===== src/rtl/hazard_fwd_ctrl_pkg.sv =====
// Shared definitions for the ID-stage forwarding / load-use hazard unit:
// write-back select encodings and the per-port bubble requirement helper.
package hazard_fwd_ctrl_pkg;

   localparam logic [1:0] S_PC4      = 2'd0;
   localparam logic [1:0] S_SEXT_EXT = 2'd1;
   localparam logic [1:0] S_ALU_C    = 2'd2;
   localparam logic [1:0] S_DRAM_RD  = 2'd3;

   // A load still in MEM only hurts when its data arrives in WB.
   function automatic logic [1:0] need_calc(input logic       ex_load_hit,
                                            input logic       mem_load_hit,
                                            input logic [1:0] ld_lat);
      logic [1:0] n;
      if (ex_load_hit) begin
         n = ld_lat;
      end else if (mem_load_hit && (ld_lat == 2'd2)) begin
         n = 2'd1;
      end else begin
         n = 2'd0;
      end
      return n;
   endfunction

endpackage


===== src/rtl/hazard_fwd_ctrl_if.sv =====
// Bundle of pipeline-stage inputs and forwarding/stall/counter outputs of the
// hazard unit; slave is the hazard unit, master is the surrounding core.
interface hazard_fwd_ctrl_if #(
   parameter int XLEN  = 32,
   parameter int NRP   = 2,
   parameter int CNT_W = 32
);
   logic [NRP*5-1:0]    id_rR;
   logic [NRP-1:0]      id_rf_re;
   logic [NRP*XLEN-1:0] id_rD;
   logic [4:0]          ex_wR;
   logic                ex_rf_we;
   logic [1:0]          ex_rf_wsel;
   logic [XLEN-1:0]     ex_wD;
   logic [4:0]          mem_wR;
   logic                mem_rf_we;
   logic [1:0]          mem_rf_wsel;
   logic [XLEN-1:0]     mem_wD;
   logic [XLEN-1:0]     mem_rd;
   logic [4:0]          wb_wR;
   logic                wb_rf_we;
   logic [XLEN-1:0]     wb_wD;
   logic                flush;
   logic                cnt_clr;
   logic [NRP*XLEN-1:0] new_rD;
   logic                stall;
   logic                bubble_ex;
   logic [CNT_W-1:0]    ldu_evt_cnt;
   logic [CNT_W-1:0]    stall_cyc_cnt;
   logic [CNT_W-1:0]    fwd_cnt;

   modport slave (
      input  id_rR, id_rf_re, id_rD,
      input  ex_wR, ex_rf_we, ex_rf_wsel, ex_wD,
      input  mem_wR, mem_rf_we, mem_rf_wsel, mem_wD, mem_rd,
      input  wb_wR, wb_rf_we, wb_wD,
      input  flush, cnt_clr,
      output new_rD, stall, bubble_ex, ldu_evt_cnt, stall_cyc_cnt, fwd_cnt
   );

   modport master (
      output id_rR, id_rf_re, id_rD,
      output ex_wR, ex_rf_we, ex_rf_wsel, ex_wD,
      output mem_wR, mem_rf_we, mem_rf_wsel, mem_wD, mem_rd,
      output wb_wR, wb_rf_we, wb_wD,
      output flush, cnt_clr,
      input  new_rD, stall, bubble_ex, ldu_evt_cnt, stall_cyc_cnt, fwd_cnt
   );
endinterface


===== src/rtl/hazard_fwd_ctrl_fwd_mux.sv =====
// One register read port: EX/MEM/WB match, priority operand select and the
// number of bubbles this port needs before its operand becomes available.
module hazard_fwd_ctrl_fwd_mux
   import hazard_fwd_ctrl_pkg::*;
#(
   parameter int XLEN   = 32,
   parameter int LD_LAT = 1
) (
   input  logic [4:0]      rr,
   input  logic            re,
   input  logic [XLEN-1:0] rd,
   input  logic [4:0]      ex_wr,
   input  logic            ex_we,
   input  logic [1:0]      ex_wsel,
   input  logic [XLEN-1:0] ex_wd,
   input  logic [4:0]      mem_wr,
   input  logic            mem_we,
   input  logic [1:0]      mem_wsel,
   input  logic [XLEN-1:0] mem_wd,
   input  logic [XLEN-1:0] mem_rd,
   input  logic [4:0]      wb_wr,
   input  logic            wb_we,
   input  logic [XLEN-1:0] wb_wd,
   output logic [XLEN-1:0] new_rd,
   output logic            fwd,
   output logic [1:0]      need
);

   logic port_live_s;
   logic ex_hit_s;
   logic mem_hit_s;
   logic wb_hit_s;

   assign port_live_s = re && (rr != 5'd0);
   assign ex_hit_s    = port_live_s && ex_we  && (rr == ex_wr);
   assign mem_hit_s   = port_live_s && mem_we && (rr == mem_wr);
   assign wb_hit_s    = port_live_s && wb_we  && (rr == wb_wr);

   // Youngest producer wins; load data from MEM only exists when LD_LAT is 1.
   always_comb begin
      new_rd = rd;
      fwd    = 1'b0;
      if (ex_hit_s) begin
         new_rd = ex_wd;
         fwd    = 1'b1;
      end else if (mem_hit_s) begin
         new_rd = ((LD_LAT == 1) && (mem_wsel == S_DRAM_RD)) ? mem_rd : mem_wd;
         fwd    = 1'b1;
      end else if (wb_hit_s) begin
         new_rd = wb_wd;
         fwd    = 1'b1;
      end else begin
         new_rd = rd;
         fwd    = 1'b0;
      end
   end

   assign need = need_calc(ex_hit_s && (ex_wsel == S_DRAM_RD),
                           !ex_hit_s && mem_hit_s && (mem_wsel == S_DRAM_RD),
                           2'(LD_LAT));

endmodule


===== src/rtl/hazard_fwd_ctrl.sv =====
// ID-stage forwarding and load-use hazard unit: per-port forwarding muxes,
// bubble counter driving stall/bubble_ex, and saturating performance counters.
module hazard_fwd_ctrl
   import hazard_fwd_ctrl_pkg::*;
#(
   parameter int XLEN   = 32,
   parameter int NRP    = 2,
   parameter int LD_LAT = 1,
   parameter int CNT_W  = 32
) (
   input  logic           clk,
   input  logic           rst_n,
   hazard_fwd_ctrl_if.slave bus
);

   localparam logic [CNT_W-1:0] CNT_MAX = {CNT_W{1'b1}};
   localparam logic [CNT_W-1:0] CNT_ONE = {{(CNT_W-1){1'b0}}, 1'b1};

   logic [1:0]       need_s [NRP];
   logic [NRP-1:0]   fwd_vec_s;
   logic [1:0]       need_max_s;
   logic [1:0]       bub_cnt_r;
   logic [1:0]       bub_nxt_s;
   logic             stall_s;
   logic             evt_s;
   logic             fwd_any_s;
   logic [CNT_W-1:0] ldu_cnt_r;
   logic [CNT_W-1:0] stall_cnt_r;
   logic [CNT_W-1:0] fwd_cnt_r;

   genvar k;
   generate
      for (k = 0; k < NRP; k++) begin : g_port
         hazard_fwd_ctrl_fwd_mux #(
            .XLEN   (XLEN),
            .LD_LAT (LD_LAT)
         ) u_mux (
            .rr       (bus.id_rR[5*k +: 5]),
            .re       (bus.id_rf_re[k]),
            .rd       (bus.id_rD[XLEN*k +: XLEN]),
            .ex_wr    (bus.ex_wR),
            .ex_we    (bus.ex_rf_we),
            .ex_wsel  (bus.ex_rf_wsel),
            .ex_wd    (bus.ex_wD),
            .mem_wr   (bus.mem_wR),
            .mem_we   (bus.mem_rf_we),
            .mem_wsel (bus.mem_rf_wsel),
            .mem_wd   (bus.mem_wD),
            .mem_rd   (bus.mem_rd),
            .wb_wr    (bus.wb_wR),
            .wb_we    (bus.wb_rf_we),
            .wb_wd    (bus.wb_wD),
            .new_rd   (bus.new_rD[XLEN*k +: XLEN]),
            .fwd      (fwd_vec_s[k]),
            .need     (need_s[k])
         );
      end
   endgenerate

   // Worst-case bubble requirement over all read ports.
   always_comb begin
      need_max_s = 2'd0;
      for (int i = 0; i < NRP; i++) begin
         if (need_s[i] > need_max_s) begin
            need_max_s = need_s[i];
         end else begin
            need_max_s = need_max_s;
         end
      end
   end

   // Bubble counter next state; while counting down, new detections are ignored.
   always_comb begin
      bub_nxt_s = 2'd0;
      stall_s   = 1'b0;
      evt_s     = 1'b0;
      if (bus.flush) begin
         bub_nxt_s = 2'd0;
      end else if (bub_cnt_r != 2'd0) begin
         stall_s   = 1'b1;
         bub_nxt_s = bub_cnt_r - 2'd1;
      end else if (need_max_s != 2'd0) begin
         stall_s   = 1'b1;
         evt_s     = 1'b1;
         bub_nxt_s = need_max_s - 2'd1;
      end else begin
         bub_nxt_s = 2'd0;
      end
   end

   // Bubble counter register.
   always_ff @(posedge clk or negedge rst_n) begin
      if (!rst_n) begin
         bub_cnt_r <= 2'd0;
      end else begin
         bub_cnt_r <= bub_nxt_s;
      end
   end

   assign fwd_any_s = (|fwd_vec_s) && !bus.flush;

   // Saturating performance counters; a clear beats a coincident increment.
   always_ff @(posedge clk or negedge rst_n) begin
      if (!rst_n) begin
         ldu_cnt_r   <= {CNT_W{1'b0}};
         stall_cnt_r <= {CNT_W{1'b0}};
         fwd_cnt_r   <= {CNT_W{1'b0}};
      end else if (bus.cnt_clr) begin
         ldu_cnt_r   <= {CNT_W{1'b0}};
         stall_cnt_r <= {CNT_W{1'b0}};
         fwd_cnt_r   <= {CNT_W{1'b0}};
      end else begin
         if (evt_s && (ldu_cnt_r != CNT_MAX)) ldu_cnt_r <= ldu_cnt_r + CNT_ONE;
         if (stall_s && (stall_cnt_r != CNT_MAX)) stall_cnt_r <= stall_cnt_r + CNT_ONE;
         if (fwd_any_s && (fwd_cnt_r != CNT_MAX)) fwd_cnt_r <= fwd_cnt_r + CNT_ONE;
      end
   end

   // Reset kills an in-progress stall without waiting for a clock edge.
   assign bus.stall         = stall_s && rst_n;
   assign bus.bubble_ex     = stall_s && rst_n;
   assign bus.ldu_evt_cnt   = ldu_cnt_r;
   assign bus.stall_cyc_cnt = stall_cnt_r;
   assign bus.fwd_cnt       = fwd_cnt_r;

endmodule

===== src/flat_wrapper.sv =====
// flat-port wrapper written by rule: the top's interface ports become plain ports
module hazard_fwd_ctrl_flat import hazard_fwd_ctrl_pkg::*;
#(
   parameter int XLEN   = 32,
   parameter int NRP    = 2,
   parameter int LD_LAT = 1,
   parameter int CNT_W  = 32
)
  (clk, rst_n, bus_id_rR, bus_id_rf_re, bus_id_rD, bus_ex_wR, bus_ex_rf_we, bus_ex_rf_wsel, bus_ex_wD, bus_mem_wR, bus_mem_rf_we, bus_mem_rf_wsel, bus_mem_wD, bus_mem_rd, bus_wb_wR, bus_wb_rf_we, bus_wb_wD, bus_flush, bus_cnt_clr, bus_new_rD, bus_stall, bus_bubble_ex, bus_ldu_evt_cnt, bus_stall_cyc_cnt, bus_fwd_cnt);
  hazard_fwd_ctrl_if #(.XLEN(XLEN), .NRP(NRP), .CNT_W(CNT_W)) bus_i ();
  input  logic clk;
  input  logic rst_n;
  input wire logic [$bits(bus_i.id_rR)-1:0] bus_id_rR;
  input wire logic [$bits(bus_i.id_rf_re)-1:0] bus_id_rf_re;
  input wire logic [$bits(bus_i.id_rD)-1:0] bus_id_rD;
  input wire logic [$bits(bus_i.ex_wR)-1:0] bus_ex_wR;
  input wire logic [$bits(bus_i.ex_rf_we)-1:0] bus_ex_rf_we;
  input wire logic [$bits(bus_i.ex_rf_wsel)-1:0] bus_ex_rf_wsel;
  input wire logic [$bits(bus_i.ex_wD)-1:0] bus_ex_wD;
  input wire logic [$bits(bus_i.mem_wR)-1:0] bus_mem_wR;
  input wire logic [$bits(bus_i.mem_rf_we)-1:0] bus_mem_rf_we;
  input wire logic [$bits(bus_i.mem_rf_wsel)-1:0] bus_mem_rf_wsel;
  input wire logic [$bits(bus_i.mem_wD)-1:0] bus_mem_wD;
  input wire logic [$bits(bus_i.mem_rd)-1:0] bus_mem_rd;
  input wire logic [$bits(bus_i.wb_wR)-1:0] bus_wb_wR;
  input wire logic [$bits(bus_i.wb_rf_we)-1:0] bus_wb_rf_we;
  input wire logic [$bits(bus_i.wb_wD)-1:0] bus_wb_wD;
  input wire logic [$bits(bus_i.flush)-1:0] bus_flush;
  input wire logic [$bits(bus_i.cnt_clr)-1:0] bus_cnt_clr;
  output wire logic [$bits(bus_i.new_rD)-1:0] bus_new_rD;
  output wire logic [$bits(bus_i.stall)-1:0] bus_stall;
  output wire logic [$bits(bus_i.bubble_ex)-1:0] bus_bubble_ex;
  output wire logic [$bits(bus_i.ldu_evt_cnt)-1:0] bus_ldu_evt_cnt;
  output wire logic [$bits(bus_i.stall_cyc_cnt)-1:0] bus_stall_cyc_cnt;
  output wire logic [$bits(bus_i.fwd_cnt)-1:0] bus_fwd_cnt;
  assign bus_i.id_rR = bus_id_rR;
  assign bus_i.id_rf_re = bus_id_rf_re;
  assign bus_i.id_rD = bus_id_rD;
  assign bus_i.ex_wR = bus_ex_wR;
  assign bus_i.ex_rf_we = bus_ex_rf_we;
  assign bus_i.ex_rf_wsel = bus_ex_rf_wsel;
  assign bus_i.ex_wD = bus_ex_wD;
  assign bus_i.mem_wR = bus_mem_wR;
  assign bus_i.mem_rf_we = bus_mem_rf_we;
  assign bus_i.mem_rf_wsel = bus_mem_rf_wsel;
  assign bus_i.mem_wD = bus_mem_wD;
  assign bus_i.mem_rd = bus_mem_rd;
  assign bus_i.wb_wR = bus_wb_wR;
  assign bus_i.wb_rf_we = bus_wb_rf_we;
  assign bus_i.wb_wD = bus_wb_wD;
  assign bus_i.flush = bus_flush;
  assign bus_i.cnt_clr = bus_cnt_clr;
  assign bus_new_rD = bus_i.new_rD;
  assign bus_stall = bus_i.stall;
  assign bus_bubble_ex = bus_i.bubble_ex;
  assign bus_ldu_evt_cnt = bus_i.ldu_evt_cnt;
  assign bus_stall_cyc_cnt = bus_i.stall_cyc_cnt;
  assign bus_fwd_cnt = bus_i.fwd_cnt;
  hazard_fwd_ctrl #(.XLEN(XLEN), .NRP(NRP), .LD_LAT(LD_LAT), .CNT_W(CNT_W)) u_core (.clk(clk), .rst_n(rst_n), .bus(bus_i));
endmodule

===== config.mk =====
export PLATFORM = sky130hd
export DESIGN_NAME = hazard_fwd_ctrl_flat
export DESIGN_NICKNAME = d
export VERILOG_FILES = /design/src/rtl/hazard_fwd_ctrl_pkg.sv /design/src/rtl/hazard_fwd_ctrl_if.sv /design/src/rtl/hazard_fwd_ctrl_fwd_mux.sv /design/src/rtl/hazard_fwd_ctrl.sv /design/src/flat_wrapper.sv
export SDC_FILE = /design/constraint.sdc
export NUM_CORES = 1
export LEC_CHECK = 0
export BUFFER_PORTS_ARGS = -buffer_cell sky130_fd_sc_hd__buf_2
export CAP_MARGIN = 15
export CORE_AREA = 4 4 149 151
export DETAILED_ROUTE_END_ITERATION = 6
export DIE_AREA = 0 0 153 155
export PLACE_DENSITY = 0.67
export SYNTH_ARGS = -nofsm -noshare
export SYNTH_HDL_FRONTEND = slang
export SYNTH_SLANG_ARGS = --single-unit

===== constraint.sdc =====
create_clock -name clk -period 2.9 [get_ports clk]
set_clock_uncertainty 0.2 [all_clocks]
set_input_delay 0.145 -clock clk [delete_from_list [all_inputs] [get_ports clk]]
set_output_delay 0.145 -clock clk [all_outputs]
set_load 0.01 [all_outputs]

==> reports/qor.txt <==
Sum Neg Setup Slack = 0 ns
least setup slack across all paths after layout = 0.171 ns
storage element area = 2450 sq um
routability cong. = 1.02
overall die height = 155 microns
setup repair after global routing missed its margin = false
post-synthesis average cell area = 7.97 sq um
clock sink count = 98
initial antenna violation count = 18
fmax = 0.366 GHz
net count after synthesis = 1267
number of failing hold endpoints at the final stage = 0
Boundary Pins = 392
depth of the CTS H-tree = 3
maximum vdd drop = 0.000243 V
origin of the worst setup path = bus_id_rR[4]
Antenna Nets Post-Route = 0
Cell Count Post-Placement = 1684
capture point of the worst reg-to-reg path = u_core.bus.fwd_cnt[22]
Port Buf Inserts = 391
total power of the final layout = 0.00337 W
Layout fillers = 2049
Worst EP required = 2.56 ns
commonest non-fill, non-tap cell in the layout = buf_2
dominant register cell in the synthesized netlist = dfrtp_1
critical path capture point type = output pin
DIE WIDTH = 153 microns
clk_lat worst skew = 0.35 ns
transition time at the pin with the least slew margin = 0.703 ns
proportion of synthesized chip area in sequential cells = 0.298
number of standard-cell rows in the floorplan = 53
clock buffer count from CTS = 9
first-pass GRT wire length = 54.9 mm
CP Capture Point = bus_new_rD[20]
commonest cells after routing, fill and taps aside = 390 x buf_2, 141 x nand2_1, 125 x o21ai_0
clock tree from TritonCTS = done
clock tree buffer depth = 2
aggregate global routing overflow = 0
class of the tightest hold or removal check = input pin to flip-flop
count of maximum capacitance violations = 0
post-synthesis sequential element count = 98
vias per std cell = 5.48
Post-Synthesis Cells = 1034
number of endpoints failing setup at the final stage = 0
Pins Over Slew Limit = 0
relative slew slack = 0.526
number of synthesized flops with an enable pin = 0
final worst path period need = 2.73 ns
area delta synth->final = 34.7%
vias in the first global route = 8945
# DRC = 0
clock root buffer = clkbuf_16
overall via count from detail_route = 9384
area of the core = 20800 sq um
worst reg-to-reg path cell count = 8
total number of nets in the final design = 1656
total length of routed wires = 37.1 mm
static leakage = 5.95 nW
Worst Setup Start Kind = input pin
kind of critical path = input pin to output pin
count of distinct cell types in the synthesized netlist = 55
total area of multi-input combinational cells = 5350 sq um
ratio of total power to cell area = 304 nW/um^2
Die Footprint = 23700 sq um
cell area after placement = 10700 sq um
pin count of the biggest net entering global routing = 99
summed instance area of the synthesized netlist = 8240 sq um
setup slack at placement = 0.125 ns
final critical-path share of the clock period = 0.941
run status = completed
post-route non-filler standard cell count = 1711
mean routed wirelength per cell = 21.7 microns
setup repair bufs after CTS = 0
number of instances on the worst hold path = 2
arrival time worst endpoint = 2.38 ns
placed wire-length estimate = 30.5 mm
Clock transition at path regs = 0.07 ns
FF-to-FF Start = u_core.bus.fwd_cnt[0]
total routing resource utilization after global routing = 0.299
worst-case register-to-register setup slack = 0.19 ns
Yosys Warn Count = 0
initial detailed-routing violation count = 531
fraction of final layout cells with drive strength greater than 1 = 0.354
share of async-settable or async-resettable flops after synthesis = 1.00
Post-Layout Inst Area = 11100 sq um
DRT Pass-1 Iters = 5
highest net fanout along the worst path = 35
initial standard-cell utilization of the core = 0.396
## logic make-up after synthesis
kind of cell | synth area share
and+or+nand+nor | 0.262
muxes | 0.168
DFF | 0.298
xor gates and xnor gates | 0.0808
adders and majority gates | 0.00456
buffers and inverters | 0.0550
AOI/OAI and AO/OA | 0.132
## metrics by stage
stage | utilization | hold slack [ns]
after floorplan | - | -0.351
after global placement | 0.514 | 0.0833
after detailed placement | 0.514 | 0.0807
after CTS | 0.531 | 0.253
after global routing | 0.533 | 0.0734
final | 0.533 | 0.0488
## registers in the layout, indices dropped and copies added (netlist names)
register / count
u_core.bus.fwd_cnt: 32
u_core.bus.ldu_evt_cnt: 32
u_core.bus.stall_cyc_cnt: 32
u_core.bub_cnt_r: 2
## synthesized netlist by cell type, types with 2 or more instances
master	count	area (sq um)
nand2_1	141	529
o21ai_0	125	626
dfrtp_1	98	2450
mux2i_1	98	981
nor2_1	63	236
a21oi_1	44	220
inv_1	43	161
clkbuf_1	41	154
xnor2_1	40	350
nand3_1	39	195
xor2_1	36	315
mux2_2	33	372
or3_1	32	200
nand4_1	28	175
nor3_1	28	140
nor4_1	17	106
or4_1	17	128
and3_1	14	87.6
buf_2	12	60.1
and4_1	11	96.3
o31ai_1	11	82.6
and2_1	6	37.5
o21ai_1	5	25.0
buf_6	4	45.0
nor2b_1	4	25.0
a211oi_1	3	22.5
ha_1	3	37.5
nand4_2	3	37.5
and3b_1	2	17.5
buf_1	2	7.51
buf_4	2	15.0
clkbuf_2	2	10.0
mux2_4	2	30.0
nor4_2	2	25.0
nor4b_1	2	17.5
o21a_1	2	15.0
## report_power, final
| group | internal, W | switching (W) |
|---|---|---|
| clock network | 0.000783 | 0.000538 |
| logic | 0.000299 | 0.000385 |
| registers | 0.00137 | 0.000000375 |
## worst max-delay path, stage by stage
cell and delay, ns:
buf_2 0.15, xor2_1 0.17, nor4_1 0.39, and4_4 0.36
buf_4 0.36, buf_6 0.29, nand2_1 0.08, o21ai_0 0.09
buf_4 0.18, buf_2 0.13
## area by class of cell
class,count,share of cell area
diodes,8,0.00180
clock buffers,10,0.0215
clock inverters,6,0.00789
inverters,43,0.0145
multi-input cells,830,0.482
flip-flops and latches,98,0.221
well taps,275,0.0310
repair buffers,441,0.220
## timing repair
item	in CTS	in global routing
endpoints found under the setup margin	0	1
hold buffers	2	0
hold endpoints to repair	99	0
gates resized for setup	0	1
## layer usage
metal | share of wire | GRT usage | vias up
met5 | 0.0017 | 0 | -
met1 | 0.42 | 0.382 | 4457
met4 | 0.027 | 0.0993 | 12
met3 | 0.077 | 0.0801 | 60
met2 | 0.48 | 0.494 | 367
li1 | - | - | 4488
## worst min-delay path by stage
stage	startpoint	endpoint	slack, ns
floorplan	rst_n	u_core.bub_cnt_r[0]	-0.35
global placement	rst_n	u_core.bus.fwd_cnt[26]	0.08
detailed placement	rst_n	u_core.bus.fwd_cnt[28]	0.08
CTS	rst_n	u_core.bus.fwd_cnt[28]	0.25
global route	bus_cnt_clr	u_core.bus.stall_cyc_cnt[27]	0.07
finish	bus_cnt_clr	u_core.bus.stall_cyc_cnt[27]	0.05
Power figures use the tool's default switching activity.
